`src/rtl/fft_pkg.sv`:
```
// Shared types for the FFT stage sequencer: FSM states, a ceil-log2 helper
// and the {valid, a, b} entry carried by the write-back delay line.
package fft_pkg;

    localparam int ADDR_W_MAX = 16;

    typedef enum logic [1:0] {
        IDLE,
        RUN,
        DRAIN,
        DONE
    } fft_state_t;

    typedef struct packed {
        logic                  valid;
        logic [ADDR_W_MAX-1:0] a;
        logic [ADDR_W_MAX-1:0] b;
    } fft_addr_t;

    function automatic int log2c(input int v);
        int r;
        r = 0;
        while ((1 << r) < v) r++;
        return r;
    endfunction

endpackage

```
`src/rtl/fft_addr_gen.sv`:
```
// Combinational radix-2 DIT address generator: (stage s, butterfly j) ->
// even/odd operand addresses and twiddle index.
module fft_addr_gen #(
    parameter int LOG2N = 4,
    parameter int SW    = 2
) (
    input  logic [SW-1:0]    i_s,
    input  logic [LOG2N-2:0] i_j,
    output logic [LOG2N-1:0] o_a,
    output logic [LOG2N-1:0] o_b,
    output logic [LOG2N-2:0] o_tw
);

    localparam int            JW   = LOG2N - 1;
    localparam logic [SW-1:0] JW_S = SW'(JW);

    logic [JW-1:0] w_mask;
    logic [JW-1:0] w_pos;
    logic [JW-1:0] w_grp;
    logic [SW-1:0] w_tw_sh;

    // At the last stage 1<<s overflows to 0 in JW bits, so the mask becomes all ones.
    assign w_mask  = (JW'(1) << i_s) - JW'(1);
    assign w_pos   = i_j & w_mask;
    assign w_grp   = i_j >> i_s;
    assign w_tw_sh = JW_S - i_s;

    assign o_a  = (({1'b0, w_grp} << i_s) << 1) | {1'b0, w_pos};
    assign o_b  = o_a | (LOG2N'(1) << i_s);
    assign o_tw = w_pos << w_tw_sh;

endmodule

```
`src/rtl/fft_stage_sequencer.sv`:
```
// In-place radix-2 DIT FFT sequencer: one butterfly issue per cycle, LAT-deep
// write-back delay line, drain between stages. FFT_SEQ_SCALE_EN drives scale = wr_en.
module fft_stage_sequencer
    import fft_pkg::*;
#(
    parameter  int N        = 16,
    parameter  int BFLY_LAT = 2,
    localparam int LOG2N    = log2c(N),
    localparam int SW       = log2c(LOG2N),
    localparam int JW       = LOG2N - 1
) (
    input  logic             clk,
    input  logic             rst,
    input  logic             start,
    output logic             busy,
    output logic             done,
    output logic [SW-1:0]    stage,
    output logic             rd_en,
    output logic [LOG2N-1:0] rd_addr_a,
    output logic [LOG2N-1:0] rd_addr_b,
    output logic [JW-1:0]    tw_idx,
    output logic             wr_en,
    output logic [LOG2N-1:0] wr_addr_a,
    output logic [LOG2N-1:0] wr_addr_b,
    output logic             scale
);

    localparam int LAT  = 1 + BFLY_LAT;
    localparam int HALF = N / 2;
    localparam int CW   = log2c(LAT + 1);

    fft_state_t       r_state, w_state_nx;
    logic [SW-1:0]    r_s, w_s_nx;
    logic [JW-1:0]    r_j, w_j_nx;
    logic [CW-1:0]    r_cnt, w_cnt_nx;
    logic             w_rd_en, w_busy, w_done;
    logic [LOG2N-1:0] w_a, w_b;
    logic [JW-1:0]    w_tw;
    fft_addr_t        r_dly [LAT];
    fft_addr_t        w_head, w_tail;
    logic             w_unused;

    fft_addr_gen #(.LOG2N(LOG2N), .SW(SW)) u_addr_gen (
        .i_s  (r_s),
        .i_j  (r_j),
        .o_a  (w_a),
        .o_b  (w_b),
        .o_tw (w_tw)
    );

    always_ff @(posedge clk or posedge rst) begin
        if (rst) begin
            r_state <= IDLE;
            r_s     <= '0;
            r_j     <= '0;
            r_cnt   <= '0;
        end else begin
            r_state <= w_state_nx;
            r_s     <= w_s_nx;
            r_j     <= w_j_nx;
            r_cnt   <= w_cnt_nx;
        end
    end

    // s and j hold outside RUN so stage/tw_idx keep their last issued value.
    always_comb begin
        w_state_nx = r_state;
        w_s_nx     = r_s;
        w_j_nx     = r_j;
        w_cnt_nx   = r_cnt;
        w_rd_en    = 1'b0;
        w_busy     = 1'b0;
        w_done     = 1'b0;
        case (r_state)
            IDLE: begin
                if (start) begin
                    w_state_nx = RUN;
                    w_s_nx     = '0;
                    w_j_nx     = '0;
                end
            end
            RUN: begin
                w_rd_en = 1'b1;
                w_busy  = 1'b1;
                if (r_j == JW'(HALF - 1)) begin
                    w_state_nx = DRAIN;
                    w_cnt_nx   = CW'(LAT);
                end else begin
                    w_j_nx = r_j + JW'(1);
                end
            end
            DRAIN: begin
                w_busy = 1'b1;
                if (r_cnt == CW'(1)) begin
                    if (r_s == SW'(LOG2N - 1)) begin
                        w_state_nx = DONE;
                    end else begin
                        w_state_nx = RUN;
                        w_s_nx     = r_s + SW'(1);
                        w_j_nx     = '0;
                    end
                end else begin
                    w_cnt_nx = r_cnt - CW'(1);
                end
            end
            DONE: begin
                w_done     = 1'b1;
                w_state_nx = IDLE;
            end
            default: w_state_nx = IDLE;
        endcase
    end

    always_comb begin
        w_head = '0;
        if (w_rd_en) begin
            w_head.valid = 1'b1;
            w_head.a     = ADDR_W_MAX'(w_a);
            w_head.b     = ADDR_W_MAX'(w_b);
        end
    end

    // Keeps shifting in DRAIN so the final stage's writes land before DONE.
    always_ff @(posedge clk or posedge rst) begin
        if (rst) begin
            for (int i = 0; i < LAT; i++) r_dly[i] <= '0;
        end else begin
            r_dly[0] <= w_head;
            for (int i = 1; i < LAT; i++) r_dly[i] <= r_dly[i-1];
        end
    end

    assign w_tail   = r_dly[LAT-1];
    assign w_unused = ^{w_tail.a[ADDR_W_MAX-1:LOG2N], w_tail.b[ADDR_W_MAX-1:LOG2N]};

    assign busy      = w_busy;
    assign done      = w_done;
    assign stage     = r_s;
    assign rd_en     = w_rd_en;
    assign rd_addr_a = w_rd_en ? w_a : '0;
    assign rd_addr_b = w_rd_en ? w_b : '0;
    assign tw_idx    = w_tw;
    assign wr_en     = w_tail.valid;
    assign wr_addr_a = w_tail.a[LOG2N-1:0];
    assign wr_addr_b = w_tail.b[LOG2N-1:0];

`ifdef FFT_SEQ_SCALE_EN
    assign scale = w_tail.valid;
`else
    assign scale = 1'b0;
`endif

endmodule
```
`config.mk`:
```
export PLATFORM = sky130hd
export DESIGN_NAME = fft_stage_sequencer
export DESIGN_NICKNAME = d
export VERILOG_FILES = /design/src/rtl/fft_pkg.sv /design/src/rtl/fft_addr_gen.sv /design/src/rtl/fft_stage_sequencer.sv
export SDC_FILE = /design/constraint.sdc
export NUM_CORES = 1
export LEC_CHECK = 0
export ABC_AREA = 1
export CAP_MARGIN = 10
export CORE_ASPECT_RATIO = 1.5
export CORE_MARGIN = 1
export CORE_UTILIZATION = 25
export CTS_BUF_LIST = sky130_fd_sc_hd__clkbuf_4
export DETAILED_ROUTE_END_ITERATION = 10
export PLACE_DENSITY = 0.44
export SYNTH_ARGS = -nofsm -noshare
export SYNTH_HDL_FRONTEND = slang
export SYNTH_HIERARCHICAL = 1
export SYNTH_SLANG_ARGS = --single-unit
```
`constraint.sdc`:
```
create_clock -name clk -period 1.8 [get_ports clk]
set_input_delay 0.36 -clock clk [delete_from_list [all_inputs] [get_ports clk]]
set_output_delay 0.36 -clock clk [all_outputs]
set_load 0.05 [all_outputs]
```
==> Word level (Yosys, flattened, before mapping) <==
Index checks and enable logic that the tools add are counted.
{ "totals": {"reg_bits": 36, "in_bits": 3, "output_inout_bits": 26, "elab_cells": 70} }
{ "op_classes": {"n_addsub": 5, "eq_ne": 12, "shifts": 5, "mux": 23, "bitwise_logic": 3, "n_reduce_logical": 9} }
{ "op_table": {"columns": ["cell", "n"], "rows": [
  ["2-to-1 mux 33 bit", 1],
  ["2-to-1 mux 2 bit", 9],
  ["2-to-1 mux 3 bit", 4],
  ["inequality test 2 bit (second input constant)", 6],
  ["one-hot mux 3 bit (3 select lines)", 1],
  ["2-to-1 mux 4 bit", 2],
  ["one-hot mux 2 bit (2 select lines)", 2],
  ["one-hot mux 2 bit (4 select lines)", 1],
  ["equality test 2 bit (second input constant)", 3],
  ["AND reduction 3 bit", 2],
  ["left shift 3 x 2 -> 3 bit", 2],
  ["AND reduction 5 bit", 1],
  ["equality test 2 x 1 -> 1 bit (second input constant)", 2],
  ["OR 4 x 3 -> 4 bit", 1],
  ["OR 4 bit", 1],
  ["AND reduction 4 bit", 1],
  ["nonzero test 2 bit", 2],
  ["left shift 1 x 2 -> 4 bit (first input constant)", 1],
  ["adder 3 x 1 -> 3 bit (second input constant)", 1],
  ["bitwise AND 3 bit", 1],
  ["equality test 3 bit (second input constant)", 1],
  ["2-to-1 mux 1 bit", 3],
  ["nonzero test 3 bit", 1],
  ["left shift 1 x 2 -> 3 bit (first input constant)", 1],
  ["other kinds (7)", 7]
]} }

==> Longest topological paths before layout <==
{ "logic_depth": {"ltp_word": 6, "mapped_depth": 9, "mapped_depth_nobuf": 9} }

==> Cells and area by module <==
Netlist, hierarchy kept.
{ "by_module_without_submodules": {"columns": ["mod", "n_inst", "cells_per_inst", "area_each_um2", "seq_area_each_um2"], "rows": [
  ["fft_stage_sequencer", 1, 136, 1436.4, 900.9],
  ["fft_addr_gen", 1, 28, 161.4, 0.0]
]} }

==> Worst setup path before layout <==
OpenSTA, ideal clock, no wires.
{ "synth_timing": {"path_type": "reg-to-output", "startpoint": "register r_s[0], in the netlist stage[0]", "endpoint": "output tw_idx[0]", "arrival_ps": 1588, "required_ps": 1440, "setup_slack_ps": -148, "stages_incl_launch_ff": 4, "n_path_buf": 1, "cell_sequence": "dfrtp_1 > buf_6 > nand2_1 > nor2_1"} }
{ "synth_via": {"elab_chain_cells": 4, "elab_cells_between_ends": 5, "classes_between": "add/sub: 2; shift: 2; bitwise: 1"} }
{ "synth_lines": {"columns": ["element", "line_no", "rtl"], "rows": [
  ["from (decl)", "fft_stage_sequencer.sv:33", "logic [SW-1:0] r_s, w_s_nx;"],
  ["from (signal assigned)", "fft_stage_sequencer.sv:59", "r_s <= w_s_nx;"],
  ["left shift 1 x 2 -> 3 bit", "fft_addr_gen.sv:23", "assign w_mask = (JW'(1) << i_s) - JW'(1);"],
  ["subtractor 3 x 2 -> 3 bit", "fft_addr_gen.sv:23", null],
  ["bitwise AND 3 bit", "fft_addr_gen.sv:24", "assign w_pos = i_j & w_mask;"],
  ["left shift 3 x 2 -> 3 bit *", "fft_addr_gen.sv:30", "assign o_tw = w_pos << w_tw_sh;"],
  ["to (decl)", "fft_stage_sequencer.sv:21", "output logic [JW-1:0] tw_idx,"]
]} }
Mark *: on every way between the ends. The rest lies on a longest branch, timed or not.

==> Final worst setup path <==
{ "layout_timing": {"startpoint": "register r_s[0], in the netlist stage[0]", "endpoint": "output rd_addr_a[1]"} }
{ "layout_via": {"elab_chain_cells": 5, "elab_cells_between_ends": 7, "classes_between": "add/sub: 1; shift: 3; mux: 1; bitwise: 2"} }
{ "layout_lines": {"columns": ["element", "line_no", "rtl"], "rows": [
  ["left shift 1 x 2 -> 3 bit", "fft_addr_gen.sv:23", null],
  ["subtractor 3 x 2 -> 3 bit", "fft_addr_gen.sv:23", null],
  ["bitwise AND 3 bit", "fft_addr_gen.sv:24", null],
  ["OR 4 x 3 -> 4 bit *", "fft_addr_gen.sv:28", "assign o_a = (({1'b0, w_grp} << i_s) << 1) | {1'b0, w_pos};"],
  ["net w_a[1]", "fft_stage_sequencer.sv:37", "logic [LOG2N-1:0] w_a, w_b;"],
  ["2-to-1 mux 4 bit *", "fft_stage_sequencer.sv:140", "assign rd_addr_a = w_rd_en ? w_a : '0;"],
  ["to (decl)", "fft_stage_sequencer.sv:19", "output logic [LOG2N-1:0] rd_addr_a,"]
]} }
The timed path passes the listed nets; every way through them passes the cells marked *.

==> impl_metrics.yaml <==
synth:
  syn_area_um2: 1598
  syn_nets: 177
  syn_inst: 164
  synth_xor_area_frac: 0
  seq_area_frac_synth: 0.5638
  yosys_warnings: 6
  synth_cell_types: 20
  synthAdderAreaFrac: 0.07831
  synth_seq_cells: 36
  avgSynthCellArea_um2: 9.743
  synth_compound_area_frac: 0.02428
  synthMuxAreaShare: 0
  yosys.area_share.simple: 0.2067
  synth_top_family_by_area: "simple AND/OR/NAND/NOR gates"
timing:
  fin_crit_sh: 0.9861
  hold-worst-slack_ps: 355.4
  finalClockSkew_ps: 3.874
  hold_viol: 0
  final-setup-viol-count: 0
  rsz0062_at_grt: "true"
  period_minus_slack_ps: 1775
  drv_slew: 0
  fmax_mhz: 563.4
floorplan:
  die_h_um: 99.91
  die_w_um: 67.28
  rows: 35
  dieArea_um2: 6721
  io-pin-count: 29
  start_util: 0.2588
  core_um2: 6175
power_and_ir_drop:
  p_seq_frac: 0.306
  ir_drop_v: 0.001415
  combinationalPowerShare: 0.542
  powerDensity_nw_per_um2: 1691
  switching_share: 0.4246
  p_clk_frac: 0.153
  leakage_uw: 0.001207
  switching_power_uw: 1601
  intPower_uw: 2170
detailed_routing:
  wl_um: 2987
  drtIter0Drc: 84
  drc: 0
  vias_per_cell: 3.985
  dr.pass1.iters: 4
  wl_per_cell_um: 10.98
  vias: 1084
  final_antenna_net_count: 0
worst_setup_path:
  worst_path_most_repeated_cell: "nand2_2"
  cp-end-kind: "output port"
  critPathSlowestCell: "dfrtp_2"
  cp_data_arrival_time_ps: 1410
  critPathMaxFanout: 4
  worstSetupStartpointType: "flip-flop"
  crit_path_cell_trace: "buf_12, nor2_4, nand2_2, nand2_2, nand2_2, inv_2, buf_12"
  critical_path_class: "reg2out"
  slowest_delay_ps: 460
  rr_worst_depth: 9
  crit_required_ps: 1440
cells_and_area:
  fill_cells: 619
  layout-drive-gt1-share: 0.3838
  design_area_um2: 2230
  layout_common_cells: "nand2_1 (40), dfrtp_1 (32), buf_12 (18), inv_2 (15), buf_4 (12)"
  diodes: 0
  final_nets: 210
  syn_to_final_growth_pct: 39.55
  layout_commonest_cell: "nand2_1"
  stdcell_count: 272
clock_network:
  clkTransAtPathRegs_ps: 110
  numCtsBuffers: 5
  cts.sinks: 36
  clk_latency_ps: 330
  cts_max_level: 2
  cts_root_buffer: "clkbuf_4"
  cts_buffer_depth: 2
  cts_tree: "yes"
outcome:
  status: "complete, no violations"
placement:
  io_buffers: 27
  post_dp_cell_area_um2: 2024
  dp_hpwl_um: 2039
  dp.cells: 255
  place_congestion: 0.8466
global_route:
  grt_overflow: 0
  grt.total_usage: 0.1021
  grt_max_degree: 37
  grt_pass1_wl_um: 5071
  first_global_vias: 1083
  antenna_found_initial: 0
job:
  maxCapViolations: 0
hold_path:
  hold_path_depth: 0
  hold_path_class: "reg2reg"
==> worst paths after layout <==
kind | slack (ps) | start | to
max | 30 | stage[0]$_DFFE_PP0P_ | rd_addr_a[1]
min | 360 | r_dly[85]$_DFF_PP0_ | r_dly[52]$_DFF_PP0_
max reg2reg | 180 | stage[0]$_DFFE_PP0P_ | r_j[2]$_DFFE_PP0P_
min reg2reg | 360 | r_dly[85]$_DFF_PP0_ | r_dly[52]$_DFF_PP0_
max in group asynchronous | 1020 | rst | r_state[0]$_DFFE_PP0P_
min in group asynchronous | 430 | rst | wr_addr_a[3]$_DFF_PP0_
==> area by class of cell <==
class,instances,area [um^2],share of cell area
Clock inverter,2,35.03,0.01571
Sequential cell,36,905.9,0.4063
Multi-Input combinational cell,90,538.0,0.2413
Inverter,26,97.59,0.04377
Timing Repair Buffer,38,515.5,0.2312
Clock buffer,6,45.04,0.02020
Tap cell,74,92.59,0.04153
==> critical path: cells and delay by family (launching register included) <==
kind                   cells  cell delay [ps]
AND/OR/NAND/NOR            4              270
flip-flops                 1              460
buffers and inverters      3              340
==> power groups by stage <==
stage / logic (uW) / registers (uW) / clock network [uW]
5_1_grt: 2220 / 1190 / 639
3_3_place_gp: 1820 / 1200 / 0
6_report: 2040 / 1150 / 576
2_1_floorplan: 1210 / 1210 / 0
4_1_cts: 1890 / 1180 / 600
3_5_place_dp: 1810 / 1200 / 0
==> layer usage <==
metal / vias up / GRT usage / share of wire
li1: 551 / - / -
met4: 0 / 0.03928 / 0.015
met5: - / 0 / 0
met2: 25 / 0.1777 / 0.54
met3: 5 / 0.03295 / 0.045
met1: 503 / 0.1117 / 0.40
==> state kept, by name, summed over array words and instances, names as in the netlist <==
signal and count:
r_dly 18, wr_addr_b 4, stage 2, r_cnt 2, wr_en 1, wr_addr_a 4
r_state 2, r_j 3
==> per-stage QoR <==
step	setup TNS, ps	setup WS, ps	power (uW)	util
after detailed placement	0	90.82	3014	0.3279
after CTS	0	3.742	3671	0.3463
after global placement	0	125.5	3012	0.3279
after floorplan	0	39.00	2419	-
after global routing	-295.4	-78.70	4050	0.3611
final	0	25.05	3770	0.3611
==> cells by family after synthesis <==
group / after synthesis
simple gates: 72
buf+inv: 38
flops: 36
fa+ha+maj: 10
compound gates: 7
other cells: 1
==> Yosys cell counts <==
cell type / instances / area (um^2)
or2_4: 1 / 8.760
ha_1: 10 / 125.1
nand3_1: 9 / 45.04
o21ai_0: 4 / 20.02
inv_1: 20 / 75.07
o21ai_1: 1 / 5.000
inv_2: 6 / 22.52
dfrtp_1: 36 / 900.9
a21oi_1: 1 / 5.000
nand3_2: 2 / 20.02
nand2_1: 42 / 157.7
nand3b_1: 1 / 7.510
conb_1: 1 / 3.750
buf_4: 9 / 67.56
nor2_4: 1 / 11.26
o21ai_2: 1 / 8.760
nor2_1: 8 / 30.03
buf_6: 3 / 33.78
nand2_2: 5 / 31.28
nand4_1: 3 / 18.77
==> what timing repair did <==
action / in CTS / in global routing
pin swaps: 0 / 3
gates resized for setup: 15 / 10
setup buffers: 2 / 7
hold buffers: 0 / 0
endpoints found under the setup margin: 17 / 11
No activity file was read; power rests on OpenSTA's default activity.
